[src/rtl/regfile_pkg.sv]
// Shared constants and flush FSM state type for the parameterised register file.
package regfile_pkg;

  localparam int DEF_WIDTH = 8;
  localparam int DEF_DEPTH = 4;

  typedef enum logic {
    IDLE  = 1'b0,
    FLUSH = 1'b1
  } state_t;

endpackage

[src/rtl/regfile_param.sv]
// Two-read/one-write register file with a DEPTH-cycle sequenced flush.
// Define REGFILE_BYPASS_EN to forward the write data to a same-address read.
module regfile_param
  import regfile_pkg::*;
#(
  parameter int WIDTH = DEF_WIDTH,
  parameter int DEPTH = DEF_DEPTH,
  localparam int AW = $clog2(DEPTH)
) (
  input  logic             Clk,
  input  logic             Clear,
  input  logic             RegWrite,
  input  logic [AW-1:0]    Write_Register,
  input  logic [WIDTH-1:0] Reg_Write_Data,
  input  logic [AW-1:0]    Read_Register1,
  input  logic [AW-1:0]    Read_Register2,
  output logic [WIDTH-1:0] Read_Data1,
  output logic [WIDTH-1:0] Read_Data2,
  input  logic             Flush_Req,
  output logic             Busy
);

  logic [WIDTH-1:0] regs [DEPTH];
  state_t           state, state_nxt;
  logic [AW-1:0]    idx, idx_nxt;

  assign Busy = (state == FLUSH);

  always_comb begin
    state_nxt = state;
    idx_nxt   = idx;
    case (state)
      IDLE: begin
        if (Flush_Req) begin
          state_nxt = FLUSH;
          idx_nxt   = '0;
        end
      end
      FLUSH: begin
        // AW-bit add wraps modulo DEPTH since DEPTH is a power of two
        idx_nxt = idx + AW'(1);
        if (idx == AW'(DEPTH - 1)) state_nxt = IDLE;
      end
      default: begin
        state_nxt = IDLE;
        idx_nxt   = '0;
      end
    endcase
  end

  always_ff @(posedge Clk or negedge Clear) begin
    if (!Clear) begin
      state <= IDLE;
      idx   <= '0;
    end else begin
      state <= state_nxt;
      idx   <= idx_nxt;
    end
  end

  always_ff @(posedge Clk or negedge Clear) begin
    if (!Clear) begin
      for (int unsigned i = 0; i < DEPTH; i++) regs[i] <= '0;
    end else if (Busy) begin
      regs[idx] <= '0;
    end else if (RegWrite) begin
      regs[Write_Register] <= Reg_Write_Data;
    end
  end

`ifdef REGFILE_BYPASS_EN
  logic fwd_ok;
  assign fwd_ok = RegWrite && !Busy && Clear;

  always_comb begin
    Read_Data1 = regs[Read_Register1];
    Read_Data2 = regs[Read_Register2];
    if (fwd_ok && (Read_Register1 == Write_Register)) Read_Data1 = Reg_Write_Data;
    if (fwd_ok && (Read_Register2 == Write_Register)) Read_Data2 = Reg_Write_Data;
  end
`else
  assign Read_Data1 = regs[Read_Register1];
  assign Read_Data2 = regs[Read_Register2];
`endif

endmodule

[config.mk]
export PLATFORM = sky130hd
export DESIGN_NAME = regfile_param
export DESIGN_NICKNAME = d
export VERILOG_FILES = /design/src/rtl/regfile_pkg.sv /design/src/rtl/regfile_param.sv
export SDC_FILE = /design/constraint.sdc
export NUM_CORES = 1
export LEC_CHECK = 0
export CELL_PAD_IN_SITES_DETAIL_PLACEMENT = 0
export CELL_PAD_IN_SITES_GLOBAL_PLACEMENT = 1
export CORE_ASPECT_RATIO = 1.25
export CORE_MARGIN = 2
export CORE_UTILIZATION = 47
export CTS_CLUSTER_SIZE = 30
export DETAILED_ROUTE_END_ITERATION = 10
export PLACE_DENSITY_LB_ADDON = 0.1
export SKIP_CTS_REPAIR_TIMING = 1
export SYNTH_ARGS = -nofsm -noshare
export SYNTH_HDL_FRONTEND = slang
export SYNTH_SLANG_ARGS = --single-unit
[constraint.sdc]
create_clock -name Clk -period 2.5 [get_ports Clk]
set_input_delay 0.5 -clock Clk [delete_from_list [all_inputs] [get_ports Clk]]
set_output_delay 0.5 -clock Clk [all_outputs]
set_load 0.03 [all_outputs]
# [Word-level counts from Yosys, hierarchy flattened]
# Cells that the tools add are included.
[totals] ff_bits=35 out_inout_bits=17
[classes] n_addsub=1 order_cmp=6 eq_ne=2 n_mux=18 bitwise_logic=7 reduce_logical=3
[ops] op="2-to-1 mux 32 bit" count=2
[ops] op="2-to-1 mux 8 bit" count=6
[ops] op="AND 32 bit" count=1
[ops] op="binary-select mux 8 bit (select 2 bit)" count=2
[ops] op="bitwise mux 32 bit" count=1
[ops] op="demux 8 bit (select 2 bit)" count=2
[ops] op="inverter 32 bit" count=1
[ops] op="greater-or-equal comparator 3 bit (second input constant)" count=4
[ops] op="inverter 2 -> 3 bit" count=4
[ops] op="< comparator 3 x 1 -> 1 bit (second input constant)" count=2
[ops] op="case mux 2 bit (2 select lines)" count=1
[ops] op="adder 2 x 1 -> 2 bit (second input constant)" count=1
[ops] op="equality test 2 bit (second input constant)" count=1
[ops] op="logical AND 1 bit" count=2
[ops] op="2-to-1 mux 1 bit" count=2
[ops] op="2-to-1 mux 2 bit" count=1
[ops] op="inequality test 2 bit (second input constant)" count=1
[ops] op="case mux 1 bit (2 select lines)" count=1
[ops] op="nonzero test 2 bit" count=1
[ops] op="inverter 1 bit" count=1

# [Logic depth before layout (Yosys ltp)]
# Gate-level depths: netlist of the first run.
[depth] depth_word=8 depth_mapped=4 depth_no_buf=4

# [Worst setup path before layout of the first run]
# Ideal clock, no wire load.
[synth_path] kind="in2out" from="in Read_Register1[1]" to="out Read_Data1[7]" arrival_ps=1431 path_slack_ps=569 stages=2 path_buffers=1 cell_sequence="clkbuf_1 mux4_2"
[synth_via] elab_chain_cells=4
[synth_lines] element="start, declared" line_no="regfile_param.sv:15" source="input logic [AW-1:0] Read_Register1,"
[synth_lines] element="inverter 2 -> 3 bit (implied by the code)" line_no="regfile_param.sv:82" source="assign Read_Data1 = regs[Read_Register1];"
[synth_lines] element="binary-select mux 8 bit (select 2 bit)" line_no="regfile_param.sv:82"
[synth_lines] element="2-to-1 mux 8 bit (implied by the code) (2 in a row)" line_no="regfile_param.sv:82"
[synth_lines] element="end, declared" line_no="regfile_param.sv:17" source="output logic [WIDTH-1:0] Read_Data1,"
# No other way between the ends. The select of a mux whose other input is x is not followed.

# [Final worst setup path of the first run]
[layout_path] from="in Read_Register1[0]" to="out Read_Data1[1]"
# The elaborated chain is that of the path after synthesis.

==> run_results.csv, run 1 <==
group,metric,value,unit
detailed_routing,ant_nets,0,
finish,postLayoutCoreUtil,62.7,%
detailed_routing,wl,5.05,mm
global_route,grt_usage,22.4,%
floorplanning,die_x,63.3,um
synthesis,syn_nets,166,
placement,hpwlAfterDp,3.42,mm
synthesis,yosys-top-cells-area,"dfrtp_1 (42%), mux4_2 (17%), mux2_2 (13%)",
detailed_routing,drc,0,
critical_path,crit_type,"input port to primary output",
synthesis,avgSynthCellArea,14.5,sq um
clock_network,clkLatencyLatePin,0.29,ns
clock_network,cts_tree,"built",
detailed_routing,viasPerCell,5.82,
job,drv_cap,0,
finish,drive_gt1_share,36.9,%
global_route,grt_pass1_vias,1550,
clock_network,clk_pin_slew_worst_paths,0.07,ns
run_status,status,"completed",
clock_network,ctsRootBufferMaster,"clkbuf_8",
timing,setup_ws,0.0568,ns
power_and_ir_drop,leakagePower,1.46,nW
critical_path,ff2ff_setup_slack,0.66,ns
critical_path,worstSetupEndpointType,"primary output",
synthesis,synth_seq_cells,35,
finish,n_antenna_cell,0,
timing,slew_headroom,68.8,%
timing,rsz0062_at_grt,"no",
worst_hold_path,hold_path.class,"input port to async pin",
timing,period_share,97.7,%
clock_network,h-tree-depth,2,
timing,worst_pin_slew,0.467,ns
synthesis,synth_cell_type_count,18,
global_route,overflow,0,
synthesis,yosysTopAreaCell,"dfrtp_1",
synthesis,seq_area_frac_synth,42.3,%
floorplanning,pin_count,35,
global_route,antenna_found_initial,0,
critical_path,cp-start-kind,"input port",
placement,port_buffers,34,
critical_path,arrival,1.94,ns
detailed_routing,vias,1426,
timing,whs,0.638,ns
synthesis,ys_warn_count,0,
clock_network,cts.path.max_buffers,2,
synthesis,netlist.area_leader.share,42.3,%
power_and_ir_drop,p_total,2.57,mW
synthesis,synthesis.area,2070,sq um
finish,layout.nets,209,
finish,fin_cells,245,
timing,skew,0.0107,ns
floorplanning,die_h,78.2,um
timing,hold_viol,0,
detailed_routing,drtIter0Drc,74,
critical_path,worstPathRequired,2.00,ns
synthesis,synthCells,143,
timing,period_minus_slack,2.44,ns
power_and_ir_drop,irDropWorstVdd,671,uV
clock_network,clkSinkCount,35,
placement,dp_cells,237,
global_route,grt_max_degree,36,
placement,place_congestion,0.743,
floorplanning,fp.coreArea,4320,sq um
global_route,grt_pass1_wl,8.36,mm
detailed_routing,drtPass1Iterations,4,
floorplanning,fp-row-count,27,
clock_network,cts_buffers,5,
finish,fillCellCount,378,
detailed_routing,wl_per_cell,20.6,um
power_and_ir_drop,p_per_area,948,nW/um^2
finish,area_delta_synth_final,31.1,%
critical_path,path_max_fanout,8,
timing,setup_viol,0,
floorplanning,fp.dieArea,4950,sq um
placement,dpl_worst_slack,-0.319,ns
timing,fmax,409,MHz
floorplanning,start_util,47.8,%
timing,drv_slew,0,
[kinds of logic (layout without fill, tap and decap cells)]
logic type,count (synthesis),count (layout),share of synthesized area [%]
compound gates,34,34,12.3
fa+ha+maj,5,5,3.02
flops,35,35,42.3
simple gates,6,6,2.54
buf+inv,14,58,2.96
mux,49,49,36.8
[layout by cell type, fill, tap and decap left out]
cell type        Yosys  routed
dfrtp_1             35      35
a21boi_0            32      32
mux2_2              24      24
clkdlybuf4s50_1      0      18
mux4_2              16      16
dlymetal6s2s_1       0      16
buf_4                1      11
mux2_4               8       8
clkbuf_8             0       6
ha_1                 5       5
inv_1                3       3
nand4bb_1            2       2
buf_12               0       2
mux2i_1              1       1
or4b_1               1       1
nand2_1              1       1
o31ai_1              1       1
nand4b_1             1       1
nor3b_1              1       1
a21o_1               1       1
bufinv_16            0       1
clkinv_2             0       1
[metal layers]
| layer | vias to the layer above | track usage (%) | wire length (um) |
|---|---|---|---|
| li1 | 637 | - | - |
| met1 | 744 | 29.5 | 2090 |
| met2 | 38 | 38.0 | 2710 |
| met3 | 7 | 4.01 | 192 |
| met4 | 0 | 6.74 | 60 |
| met5 | - | 0 | 0 |
[cell type report]
cell class	count	area, sq um	area share (%)
well taps	58	72.6	2.68
multi-input cells	94	1130	41.7
inverters	3	11.3	0.415
clock inverters	2	35.0	1.29
flip-flops and latches	35	876	32.3
repair buffers	47	503	18.6
clock buffers	6	82.6	3.05
[per-stage QoR]
stage | TNS [ns] | cell area (sq um)
after floorplan | 0 | 2070
after global placement | -4.21 | 2550
after detailed placement | -4.50 | 2550
after CTS | -4.60 | 2670
after global routing | 0 | 2710
final | 0 | 2710
[sequential cells by signal (all words and copies together), names as in the netlist]
register,flops
Busy,1
idx,2
regs,32
[synth_stat cells]
cell / count
dfrtp_1: 35
a21boi_0: 32
mux2_2: 24
mux4_2: 16
mux2_4: 8
clkbuf_1: 6
ha_1: 5
buf_2: 4
inv_1: 3
nand4bb_1: 2
a21o_1: 1
buf_4: 1
mux2i_1: 1
nand2_1: 1
nand4b_1: 1
nor3b_1: 1
o31ai_1: 1
or4b_1: 1
[power breakdown]
part | switching (mW) | internal (mW)
clock network | 0.209 | 0.323
logic | 0.548 | 0.575
registers | 0.162 | 0.753
total | 0.919 | 1.65
[worst paths after layout]
check | start | end | cells after the start
worst max-delay path | Read_Register1[0] | Read_Data1[1] | 4
worst min-delay path | Clear | regs[31]$_DFFE_PN0P_ | 2
worst max register to register | Busy$_DFF_PN0_ | regs[1]$_DFFE_PN0P_ | 4
worst min register to register | idx[1]$_DFFE_PN0P_ | idx[1]$_DFFE_PN0P_ | 2
max in group asynchronous | Clear | regs[9]$_DFFE_PN0P_ | 2
min in group Clk | idx[1]$_DFFE_PN0P_ | idx[1]$_DFFE_PN0P_ | 2
[worst max-delay path: stages]
cell,delay (ns)
clkdlybuf4s50_1,0.52
buf_12,0.16
mux4_2,0.50
dlymetal6s2s_1,0.26
No activity file was read; power rests on OpenSTA's default activity.
==> inputs of run 2 (changes only) <==
- ABC_AREA: not set -> 0
- CAP_MARGIN: not set -> 30
==> results of run 2 <==
Final layout, timing and power as in run 1 (identical DEF).
==> inputs of run 3 (changes only) <==
- CTS_BUF_LIST: not set -> sky130_fd_sc_hd__clkbuf_16
- GPL_ROUTABILITY_DRIVEN: not set -> 0
==> run_results.csv, run 3 (synthesis gave the netlist of run 1 again) <==
group,metric,value,unit
critical_path,cpPeakStageDelay,0.52,ns
floorplanning,fp-row-count,27,
placement,port_buffers,34,
floorplanning,die_x,63.3,um
timing,drv_slew,0,
timing,period_minus_slack,2.44,ns
floorplanning,pin_count,35,
critical_path,path_buf_inv,3,
detailed_routing,vias,1429,
floorplanning,start_util,47.8,%
critical_path,ff2ff_setup_slack,0.66,ns
finish,multi_input_area,1130,sq um
clock_network,cts_tree,"built",
global_route,grt_usage,22.7,%
finish,final_cell_area,2760,sq um
placement,dp_cells,237,
timing,setup_viol,0,
finish,area_delta_synth_final,33.3,%
finish,layout_commonest_cell,"dfrtp_1",
worst_hold_path,hold_path.class,"input port to async pin",
job,drv_cap,0,
floorplanning,die_h,78.2,um
clock_network,cts_buffers,5,
detailed_routing,drtPass1Iterations,4,
global_route,grt_pass1_vias,1559,
timing,hold_viol,0,
power_and_ir_drop,irDropWorstVdd,669,uV
clock_network,cts.path.max_buffers,2,
detailed_routing,ant_nets,0,
critical_path,worstPathRequired,2.00,ns
critical_path,path_max_fanout,8,
finish,largest_reg_flops,32,
power_and_ir_drop,p_total,2.73,mW
timing,skew,0.00664,ns
clock_network,h-tree-depth,2,
detailed_routing,drc,0,
placement,dpl-instance-area,2550,sq um
global_route,grt_max_degree,36,
timing,slew_headroom,68.5,%
timing,fmax,409,MHz
global_route,overflow,0,
finish,layout.nets,209,
clock_network,ctsRootBufferMaster,"clkbuf_16",
power_and_ir_drop,p_per_area,990,nW/um^2
critical_path,cp_cell_sequence,"clkdlybuf4s50_1 -> buf_12 -> mux4_2 -> dlymetal6s2s_1",
placement,hpwlAfterDp,3.42,mm
timing,period_share,97.8,%
critical_path,cp-start-kind,"input port",
timing,rsz0062_at_grt,"no",
detailed_routing,wl,5.09,mm
clock_network,clkSinkCount,35,
finish,mostFrequentLayoutCells,"dfrtp_1 (35), a21boi_0 (32), mux2_2 (24)",
critical_path,path_delay_family,"buffers and inverters",
floorplanning,fp.dieArea,4950,sq um
detailed_routing,viasPerCell,5.83,
timing,worst_pin_slew,0.473,ns
critical_path,rr_worst_depth,4,
global_route,antenna_found_initial,0,
clock_network,clk_pin_slew_worst_paths,0.05,ns
critical_path,crit_type,"input port to primary output",
critical_path,slowest_stage,"clkdlybuf4s50_1",
finish,drive_gt1_share,36.4,%
finish,top_register,"regs",
critical_path,timing.rr.end,"regs[1]$_DFFE_PN0P_",
critical_path,arrival,1.94,ns
clock_network,clkLatencyLatePin,0.28,ns
critical_path,r2r_start,"Busy$_DFF_PN0_",
global_route,grt_pass1_wl,8.35,mm
power_and_ir_drop,leakagePower,1.48,nW
detailed_routing,wl_per_cell,20.8,um
floorplanning,fp.coreArea,4320,sq um
finish,ff_latch_area,876,sq um
finish,n_antenna_cell,0,
run_status,status,"completed",
detailed_routing,drtIter0Drc,75,
finish,fillCellCount,373,
finish,fin_cells,245,
critical_path,worstSetupEndpointType,"primary output",
==> run 3: changes by cell type in the layout (fill, tap and decap cells not counted) <==
cell       previous run  this run
clkbuf_8              6         0
clkinv_1              0         1
clkbuf_16             0         5
==> run 3: metal layers <==
layer,vias to the layer above,GRT usage [%],part of all wire (%)
met5,-,0,0
met1,754,29.1,41
met2,32,37.8,53
met4,0,9.57,2.1
met3,8,4.44,3.6
li1,635,-,-
==> run 3: power breakdown <==
group	switching, mW	total [mW]	internal, mW
registers	0.160	0.915	0.754
logic	0.547	1.12	0.575
clock network	0.228	0.693	0.464
total	0.935	2.73	1.79
==> run 3: worst max path at each step <==
stage | depth (start not counted) | start | endpoint | slack, ns
floorplan | 2 | Read_Register1[1] | Read_Data1[7] | 0.57
global placement | 3 | Read_Register1[1] | Read_Data1[7] | -0.29
detailed placement | 4 | Read_Register1[0] | Read_Data1[2] | -0.32
CTS | 4 | Read_Register1[0] | Read_Data1[2] | -0.32
global route | 4 | Read_Register1[0] | Read_Data1[1] | 0.03
finish | 4 | Read_Register1[0] | Read_Data1[2] | 0.06
==> run 3: final cells by class <==
class / instances / area share [%]
clock buffer: 5 / 4.54
clock inverter: 3 / 1.41
inverter: 3 / 0.408
multi-input combinational: 94 / 41.0
sequential: 35 / 31.8
tap: 58 / 2.63
timing repair buffer: 47 / 18.2
==> run 3: through the flow <==
step | hold WS [ns] | TNS [ns] | utilization, % | setup WS (ns)
after floorplan | 0.204 | 0 | - | 0.569
after global placement | 0.605 | -4.21 | 59.1 | -0.292
after detailed placement | 0.654 | -4.50 | 59.1 | -0.319
after CTS | 0.662 | -4.60 | 62.8 | -0.325
after global routing | 0.692 | 0 | 63.8 | 0.0275
final | 0.649 | 0 | 63.8 | 0.0562
